<file path="src/rtl/ff_pkg.sv">
// Shared types for the Food Fight ADC sequencer: FSM state encoding and
// analog-stick channel codes.
package ff_pkg;

  typedef enum logic {
    ADC_IDLE = 1'b0,
    ADC_CONV = 1'b1
  } adc_state_t;

  typedef logic [1:0] adc_ch_t;

  localparam adc_ch_t ADC_CH_AX0 = 2'd0;
  localparam adc_ch_t ADC_CH_AY0 = 2'd1;
  localparam adc_ch_t ADC_CH_AX1 = 2'd2;
  localparam adc_ch_t ADC_CH_AY1 = 2'd3;

endpackage

</file>
<file path="src/rtl/adc_sar_core.sv">
// Successive-approximation register: holds the partial result and bit index,
// and resolves one bit per step against the held sample.
module adc_sar_core
  import ff_pkg::*;
#(
  parameter int DW = 8
) (
  input  logic          clk,
  input  logic          rst_n,
  input  logic          load_i,
  input  logic          step_i,
  input  logic [DW-1:0] sample_i,
  output logic [DW-1:0] sar_o,
  output logic [DW-1:0] sar_next_o,
  output logic          last_o
);

  localparam int BW = (DW > 1) ? $clog2(DW) : 1;

  logic [DW-1:0] sar_q, sar_d, trial;
  logic [BW-1:0] bit_q, bit_d;

  always_comb begin
    trial = sar_q | (DW'(1) << bit_q);
    sar_d = (trial <= sample_i) ? trial : sar_q;
    last_o = (bit_q == '0);
    // After the LSB the index parks at the MSB, ready for the next conversion.
    bit_d = last_o ? BW'(DW - 1) : bit_q - 1'b1;
  end

  always_ff @(posedge clk or negedge rst_n) begin
    if (!rst_n) begin
      sar_q <= '0;
      bit_q <= BW'(DW - 1);
    end else if (load_i) begin
      sar_q <= '0;
      bit_q <= BW'(DW - 1);
    end else if (step_i) begin
      sar_q <= sar_d;
      bit_q <= bit_d;
    end
  end

  assign sar_o      = sar_q;
  assign sar_next_o = sar_d;

endmodule

</file>
<file path="src/rtl/ff_adc_sequencer.sv">
// ADC0809-style 4-channel conversion sequencer: latches a channel sample on START,
// runs an 8-step SAR paced by CEN, then publishes DOUT with EOC/BUSY.
module ff_adc_sequencer
  import ff_pkg::*;
#(
  parameter int BIT_TICKS = 8,
  parameter int DW        = 8
) (
  input  logic          MCLK,
  input  logic          RESET_N,
  input  logic          CEN,
  input  logic          START,
  input  adc_ch_t       CHSEL,
  input  logic [DW-1:0] AIN0,
  input  logic [DW-1:0] AIN1,
  input  logic [DW-1:0] AIN2,
  input  logic [DW-1:0] AIN3,
  output logic [DW-1:0] DOUT,
  output logic          EOC,
  output logic          BUSY,
  output adc_state_t    DBG_STATE
);

  localparam int TW = (BIT_TICKS > 1) ? $clog2(BIT_TICKS) : 1;

  adc_state_t    state_q;
  logic [TW-1:0] ticks_q;
  logic [DW-1:0] sample_q, dout_q, ain_sel;
  logic          eoc_q, busy_q;
  logic          tick_last, sar_step, sar_last;
  logic [DW-1:0] sar_val, sar_next;

  always_comb begin
    ain_sel = AIN0;
    case (CHSEL)
      ADC_CH_AX0: ain_sel = AIN0;
      ADC_CH_AY0: ain_sel = AIN1;
      ADC_CH_AX1: ain_sel = AIN2;
      ADC_CH_AY1: ain_sel = AIN3;
      default:    ain_sel = AIN0;
    endcase
  end

  assign tick_last = (ticks_q == TW'(BIT_TICKS - 1));
  // START always wins over a bit resolution, including the final one.
  assign sar_step  = (state_q == ADC_CONV) && CEN && tick_last && !START;

  adc_sar_core #(.DW(DW)) u_sar (
    .clk        (MCLK),
    .rst_n      (RESET_N),
    .load_i     (START),
    .step_i     (sar_step),
    .sample_i   (sample_q),
    .sar_o      (sar_val),
    .sar_next_o (sar_next),
    .last_o     (sar_last)
  );

  always_ff @(posedge MCLK or negedge RESET_N) begin
    if (!RESET_N) begin
      state_q  <= ADC_IDLE;
      ticks_q  <= '0;
      sample_q <= '0;
      dout_q   <= '0;
      eoc_q    <= 1'b1;
      busy_q   <= 1'b0;
    end else if (START) begin
      state_q  <= ADC_CONV;
      ticks_q  <= '0;
      sample_q <= ain_sel;
      eoc_q    <= 1'b0;
      busy_q   <= 1'b1;
    end else if (state_q == ADC_CONV && CEN) begin
      if (tick_last) begin
        ticks_q <= '0;
        if (sar_last) begin
          dout_q  <= sar_next;
          eoc_q   <= 1'b1;
          busy_q  <= 1'b0;
          state_q <= ADC_IDLE;
        end
      end else begin
        ticks_q <= ticks_q + 1'b1;
      end
    end
  end

  assign DOUT      = dout_q;
  assign EOC       = eoc_q;
  assign BUSY      = busy_q;
  assign DBG_STATE = state_q;

endmodule
</file>
<file path="config.mk">
export PLATFORM = sky130hd
export DESIGN_NAME = ff_adc_sequencer
export DESIGN_NICKNAME = d
export VERILOG_FILES = /design/src/rtl/ff_pkg.sv /design/src/rtl/adc_sar_core.sv /design/src/rtl/ff_adc_sequencer.sv
export SDC_FILE = /design/constraint.sdc
export NUM_CORES = 1
export LEC_CHECK = 0
export BUFFER_PORTS_ARGS = -buffer_cell sky130_fd_sc_hd__buf_2
export CAP_MARGIN = 20
export CORE_MARGIN = 1
export CORE_UTILIZATION = 30
export CTS_CLUSTER_SIZE = 28
export DETAILED_ROUTE_END_ITERATION = 7
export PLACE_DENSITY = 0.63
export SYNTH_ARGS = -nofsm -noshare
export SYNTH_HDL_FRONTEND = slang
export SYNTH_SLANG_ARGS = --single-unit
</file>
<file path="constraint.sdc">
create_clock -name MCLK -period 2.3 [get_ports MCLK]
set_input_delay 0.23 -clock MCLK [delete_from_list [all_inputs] [get_ports MCLK]]
set_output_delay 0.23 -clock MCLK [all_outputs]
set_load 0.02 [all_outputs]
</file>
## Word-level counts from Yosys, hierarchy flattened

Index checks and enable logic that the tools add are counted.

| word-level totals | value |
|---|---|
| output and inout port bits | 11 |
| logic and storage cells | 47 |
| input port bits | 38 |
| register bits | 32 |

| cells by class | value |
|---|---|
| add/subtract/negate cells | 2 |
| eq/ne operators | 4 |
| mux-type cells | 18 |
| bitwise gates (word level) | 2 |
| shift-type cells | 1 |
| reduce and logical (&&, ||, !) cells | 12 |
| magnitude comparators | 1 |

Operator list:

| cell | count |
|---|---|
| 8-bit case mux with 4 select lines | 1 |
| 8-bit two-way mux | 3 |
| 3-bit two-way mux | 6 |
| 8-bit <= comparator | 1 |
| 1-bit two-way mux | 8 |
| 8-bit bitwise OR | 1 |
| 2-bit nonzero test | 4 |
| 1-bit by 3-bit << shifter with 8-bit output, first input constant | 1 |
| 2-bit == test, second input constant | 2 |
| 4-bit AND reduction | 1 |
| 3-bit by 1-bit adder with 3-bit output, second input constant | 1 |
| 3-bit == test, second input constant | 1 |
| 1-bit logical AND | 3 |
| 3-bit zero test | 1 |
| 3-bit AND reduction | 1 |
| 3-bit by 1-bit subtractor with 3-bit output, second input constant | 1 |
| 2-bit by 1-bit == test with 1-bit output, second input constant | 1 |
| 2-bit zero test | 1 |
| 1-bit zero test | 1 |
| 1-bit inverter | 1 |

## Logic depth before layout (Yosys ltp)

| depth | value |
|---|---|
| depth in word-level cells | 6 |
| mapped depth | 11 |
| mapped depth without buffers | 10 |

## Hierarchy

A second synthesis with hierarchy kept.

| second synthesis, totals | value |
|---|---|
| cell total of the unflattened synthesis | 205 |
| area, all modules | 2085.8 um^2 |

By module, submodules not included:

| module | cells each | area an instance (um^2) | sequential area each (um^2) | instances |
|---|---|---|---|---|
| ff_adc_sequencer | 95 | 1093.5 | 526.8 | 1 |
| adc_sar_core | 110 | 992.2 | 279.0 | 1 |

## Worst setup path before layout

Ideal clock, no wire load.

| path | value |
|---|---|
| kind | reg-to-reg |
| from | register u_sar.bit_q[1] |
| to | register u_sar.sar_q[2] (netlist: u_sar.sar_o[2]) |
| period minus slack after synthesis | 2326 ps |
| path slack | -26 ps |
| data required time | 2196 ps |
| stages on the path, launching flop included | 12 |
| path buffers | 1 |
| library setup time | 104 ps |
| data arrival time | 2222 ps |
| cell sequence | dfstp_2 > inv_1 > ha_1 > a21oi_1 > inv_1 > ha_1 > nor2b_4 > o211ai_2 > a21oi_2 > o22a_4 > buf_6 > o41ai_4 |

| on the way | value |
|---|---|
| longest elaborated chain between the ends | 6 |

RTL lines:

| item | line | text |
|---|---|---|
| from (decl) | adc_sar_core.sv:21 | `logic [BW-1:0] bit_q, bit_d;` |
| from (signal assigned) | adc_sar_core.sv:34 | `bit_q <= BW'(DW - 1);` |
| from (signal assigned) | adc_sar_core.sv:37 | `bit_q <= BW'(DW - 1);` |
| from (signal assigned) | adc_sar_core.sv:40 | `bit_q <= bit_d;` |
| 1-bit by 3-bit << shifter with 8-bit output * | adc_sar_core.sv:24 | `trial = sar_q \| (DW'(1) << bit_q);` |
| 8-bit bitwise OR * | adc_sar_core.sv:24 |  |
| 8-bit <= comparator | adc_sar_core.sv:25 | `sar_d = (trial <= sample_i) ? trial : sar_q;` |
| 8-bit two-way mux * | adc_sar_core.sv:25 |  |
| 8-bit two-way mux * | adc_sar_core.sv:38 | `end else if (step_i) begin` |
| 8-bit two-way mux * | adc_sar_core.sv:35 | `end else if (load_i) begin` |
| to (signal assigned) | adc_sar_core.sv:39 | `sar_q <= sar_d;` |
| to (decl) | adc_sar_core.sv:20 | `logic [DW-1:0] sar_q, sar_d, trial;` |

Mark *: on every way between the ends. The rest lies on a longest branch, timed or not. The select of a mux whose other input is x is not followed.
A chain may end at the register's enable or synchronous reset.

## Worst setup path in the final report

| path | value |
|---|---|
| from | register u_sar.bit_q[1] |
| to | register u_sar.sar_q[0] (netlist: u_sar.sar_o[0]) |

Same word-level chain as after synthesis.

==> impl_metrics.py <==
metrics = {
    "outcome": {
        "status": "finished, violations left",
        "violations": "negative setup slack",
    },
    "logic_synthesis": {
        "synth-edff-count": 0,
        "synth_ff_type": "dfrtp_1",
        "synth_cell_type_count": 34,
        "ys_async_sr_fraction_pct": 100.0,
        "synthCells": 188,
        "synth.top_cell.area_share_pct": 36.22,
        "synthesis.nets": 241,
        "ys_ff_latch": 32,
        "ys_seq_area_share_pct": 41.66,
        "syn_area_sq_mm": 0.001934,
        "ys_top_cells_by_area": "dfrtp_1, ha_1, mux4_2",
        "syn_avg_cell_area_sq_um": 10.29,
        "yosysWarnings": 0,
        "yosys.area.top_type": "dfrtp_1",
    },
    "worst_setup_path": {
        "worstRegToRegCells": 10,
        "timing.rr.end": "u_sar.sar_o[0]",
        "critPathMaxFanout": 5,
        "rrSetupSlack_ns": -0.06,
        "critical_path_class": "flip-flop to flip-flop",
        "startpoint_type": "flip-flop",
        "arrival_ns": 2.52,
        "crit_start": "u_sar.bit_q[1]",
        "end_kind": "flip-flop",
        "cp.required_ns": 2.46,
        "r2r-start": "u_sar.bit_q[1]",
    },
    "global_routing": {
        "grt_pass1_vias": 1708,
        "grt_max_degree": 34,
        "grt_pass1_wl_mm": 7.748,
        "grt_usage_pct": 15.61,
        "grt_overflow": 0,
        "antenna_found_initial": 0,
    },
    "floorplanning": {
        "io_pins": 49,
        "dieWidth_microns": 82.30,
        "core_area_sq_mm": 0.006061,
        "dieArea_sq_mm": 0.006773,
        "start_util_pct": 31.92,
        "std_cell_rows": 28,
        "die_h_microns": 82.30,
    },
    "hold_path": {
        "min_path_type": "primary input to async pin",
    },
    "detailed_routing": {
        "vias_per_cell": 5.000,
        "via_count": 1640,
        "wire_per_inst_microns": 14.54,
        "first_pass_iters": 4,
        "drt_iter0_markers": 72,
        "ant_nets": 0,
        "routed_wl_mm": 4.768,
        "drc": 0,
    },
    "layout": {
        "area_growth_pct": 37.90,
        "layout.nets": 305,
        "drive_gt1_share_pct": 50.59,
        "num_antenna_cells": 0,
        "design_area_sq_mm": 0.002668,
        "fillers": 595,
    },
    "clock_tree": {
        "insertion_delay_ns": 0.29,
        "h-tree-depth": 2,
        "clkTransAtPathRegs_ns": 0.07,
        "cts_sinks": 32,
        "clk_path_buf_depth": 2,
        "hold_buffers": 0,
        "cts_root_buf": "clkbuf_8",
        "cts_tree": "yes",
        "numCtsBuffers": 5,
    },
    "sta": {
        "rsz0062_at_grt": "yes",
        "drv_slew": 0,
        "hold_ws_ns": 0.01468,
        "relSlewSlack_pct": 48.10,
        "fin_ws_ns": -0.06189,
        "fin_skew_ns": 0.005252,
        "setup_viol": 5,
        "period_needed_ns": 2.362,
        "worstMarginPinSlew_ns": 0.7785,
        "hold_viol": 0,
        "period_share_pct": 102.7,
        "timing.fmax_ghz": 0.4234,
    },
    "place": {
        "gp_congestion": 0.7920,
        "port_buffers": 48,
        "placed_cell_area_sq_mm": 0.002317,
        "place_hpwl_mm": 3.145,
    },
    "flow_run": {
        "drv_cap": 0,
    },
    "power": {
        "irDropWorstVdd_uv": 298.8,
        "leakagePower_nw": 1.366,
        "total_power_w": 0.001254,
        "power-per-cell-area_mw_per_mm2": 470.2,
    },
}
[worst max-delay path, stage by stage (launching register included)]
cell and delay (ns):
dfstp_2 0.55, inv_4 0.05, ha_4 0.17, a21oi_2 0.15
inv_1 0.09, ha_4 0.27, nand4_1 0.23, a21oi_2 0.26
o22a_2 0.27, buf_6 0.12, o22ai_2 0.06
[power by group]
part | internal [W] | total (W) | leakage, nW | switching [W]
registers | 0.000583 | 0.000591 | 0.412 | 0.00000749
logic | 0.000103 | 0.000214 | 0.909 | 0.000112
clock network | 0.000244 | 0.000449 | 0.0455 | 0.000205
[flip-flops by register name, summed over array words and instances, names as in the netlist]
| signal | cells |
|---|---|
| sample_q | 8 |
| EOC | 1 |
| BUSY | 1 |
| ticks_q | 3 |
| u_sar.sar_o | 8 |
| DOUT | 8 |
| u_sar.bit_q | 3 |
[synthesized netlist by cell type, drive strengths merged, types with 2 or more instances]
cell type / instances
dfrtp: 28
nand2: 28
a21oi: 18
inv: 18
ha: 15
o21ai: 14
nand2b: 11
nor2: 10
buf: 8
mux4: 8
o41ai: 7
dfstp: 4
clkbuf: 3
nand3: 3
nand4: 2
nor3: 2
[metal layers]
layer / part of all wire, % / track usage [%] / vias up
li1: - / - / 783
met1: 43 / 18.33 / 793
met2: 49 / 26.94 / 48
met3: 3.9 / 3.407 / 16
met4: 3.4 / 7.368 / 0
met5: 0 / 0 / -
[logic make-up after synthesis]
| family | synth area share [%] |
|---|---|
| mux | 10.41 |
| flops | 41.66 |
| compound gates | 16.82 |
| buf+inv | 6.597 |
| fa+ha+maj | 9.702 |
| simple gates | 14.81 |
[layout make-up]
cell class | instances | area, sq um | share of cell area [%]
multi-input combinational | 128 | 1215 | 45.54
sequential | 32 | 805.8 | 30.21
timing repair buffer | 67 | 390.4 | 14.63
tap | 75 | 93.84 | 3.518
clock buffer | 8 | 90.09 | 3.377
inverter | 18 | 72.57 | 2.720
[worst max-delay path by stage]
stage	endpoint	slack (ns)
2_1_floorplan	u_sar.sar_o[2]	0.002
3_3_place_gp	u_sar.sar_o[1]	-0.03
3_5_place_dp	u_sar.sar_o[1]	-0.11
4_1_cts	u_sar.sar_o[0]	0.0001
5_1_grt	u_sar.sar_o[0]	-0.09
6_report	u_sar.sar_o[0]	-0.06
[layout by cell type, fill, tap and decap left out, types with 6 or more instances in the layout]
cell type / Yosys / routed
a21oi_1: 17 / 6
a21oi_2: 1 / 9
buf_2: 3 / 48
buf_4: 2 / 17
clkbuf_8: 0 / 6
dfrtp_1: 28 / 28
ha_1: 15 / 6
ha_4: 0 / 7
inv_1: 18 / 13
mux4_2: 8 / 8
nand2_1: 28 / 28
nand2b_1: 10 / 10
nor2_1: 10 / 10
o21ai_0: 14 / 13
[what timing repair did]
action	in CTS	in global routing
pin swaps	9	9
endpoints found under the setup margin	10	12
gates cloned	1	0
gates resized for setup	20	21
buffers inserted	3	2
[through the flow]
| stage | setup slack, ns | util (%) | TNS [ns] | instances |
|---|---|---|---|---|
| 4_1_cts | 0.0001259 | 41.97 | 0 | 326 |
| 3_5_place_dp | -0.1070 | 38.23 | -0.5757 | 314 |
| 5_1_grt | -0.09428 | 44.01 | -0.5793 | 328 |
| 3_3_place_gp | -0.03197 | 38.23 | -0.08499 | 314 |
| 2_1_floorplan | 0.002069 | - | 0 | 188 |
| 6_report | -0.06189 | 44.01 | -0.1676 | 328 |
(Power assumes the default switching activity.)
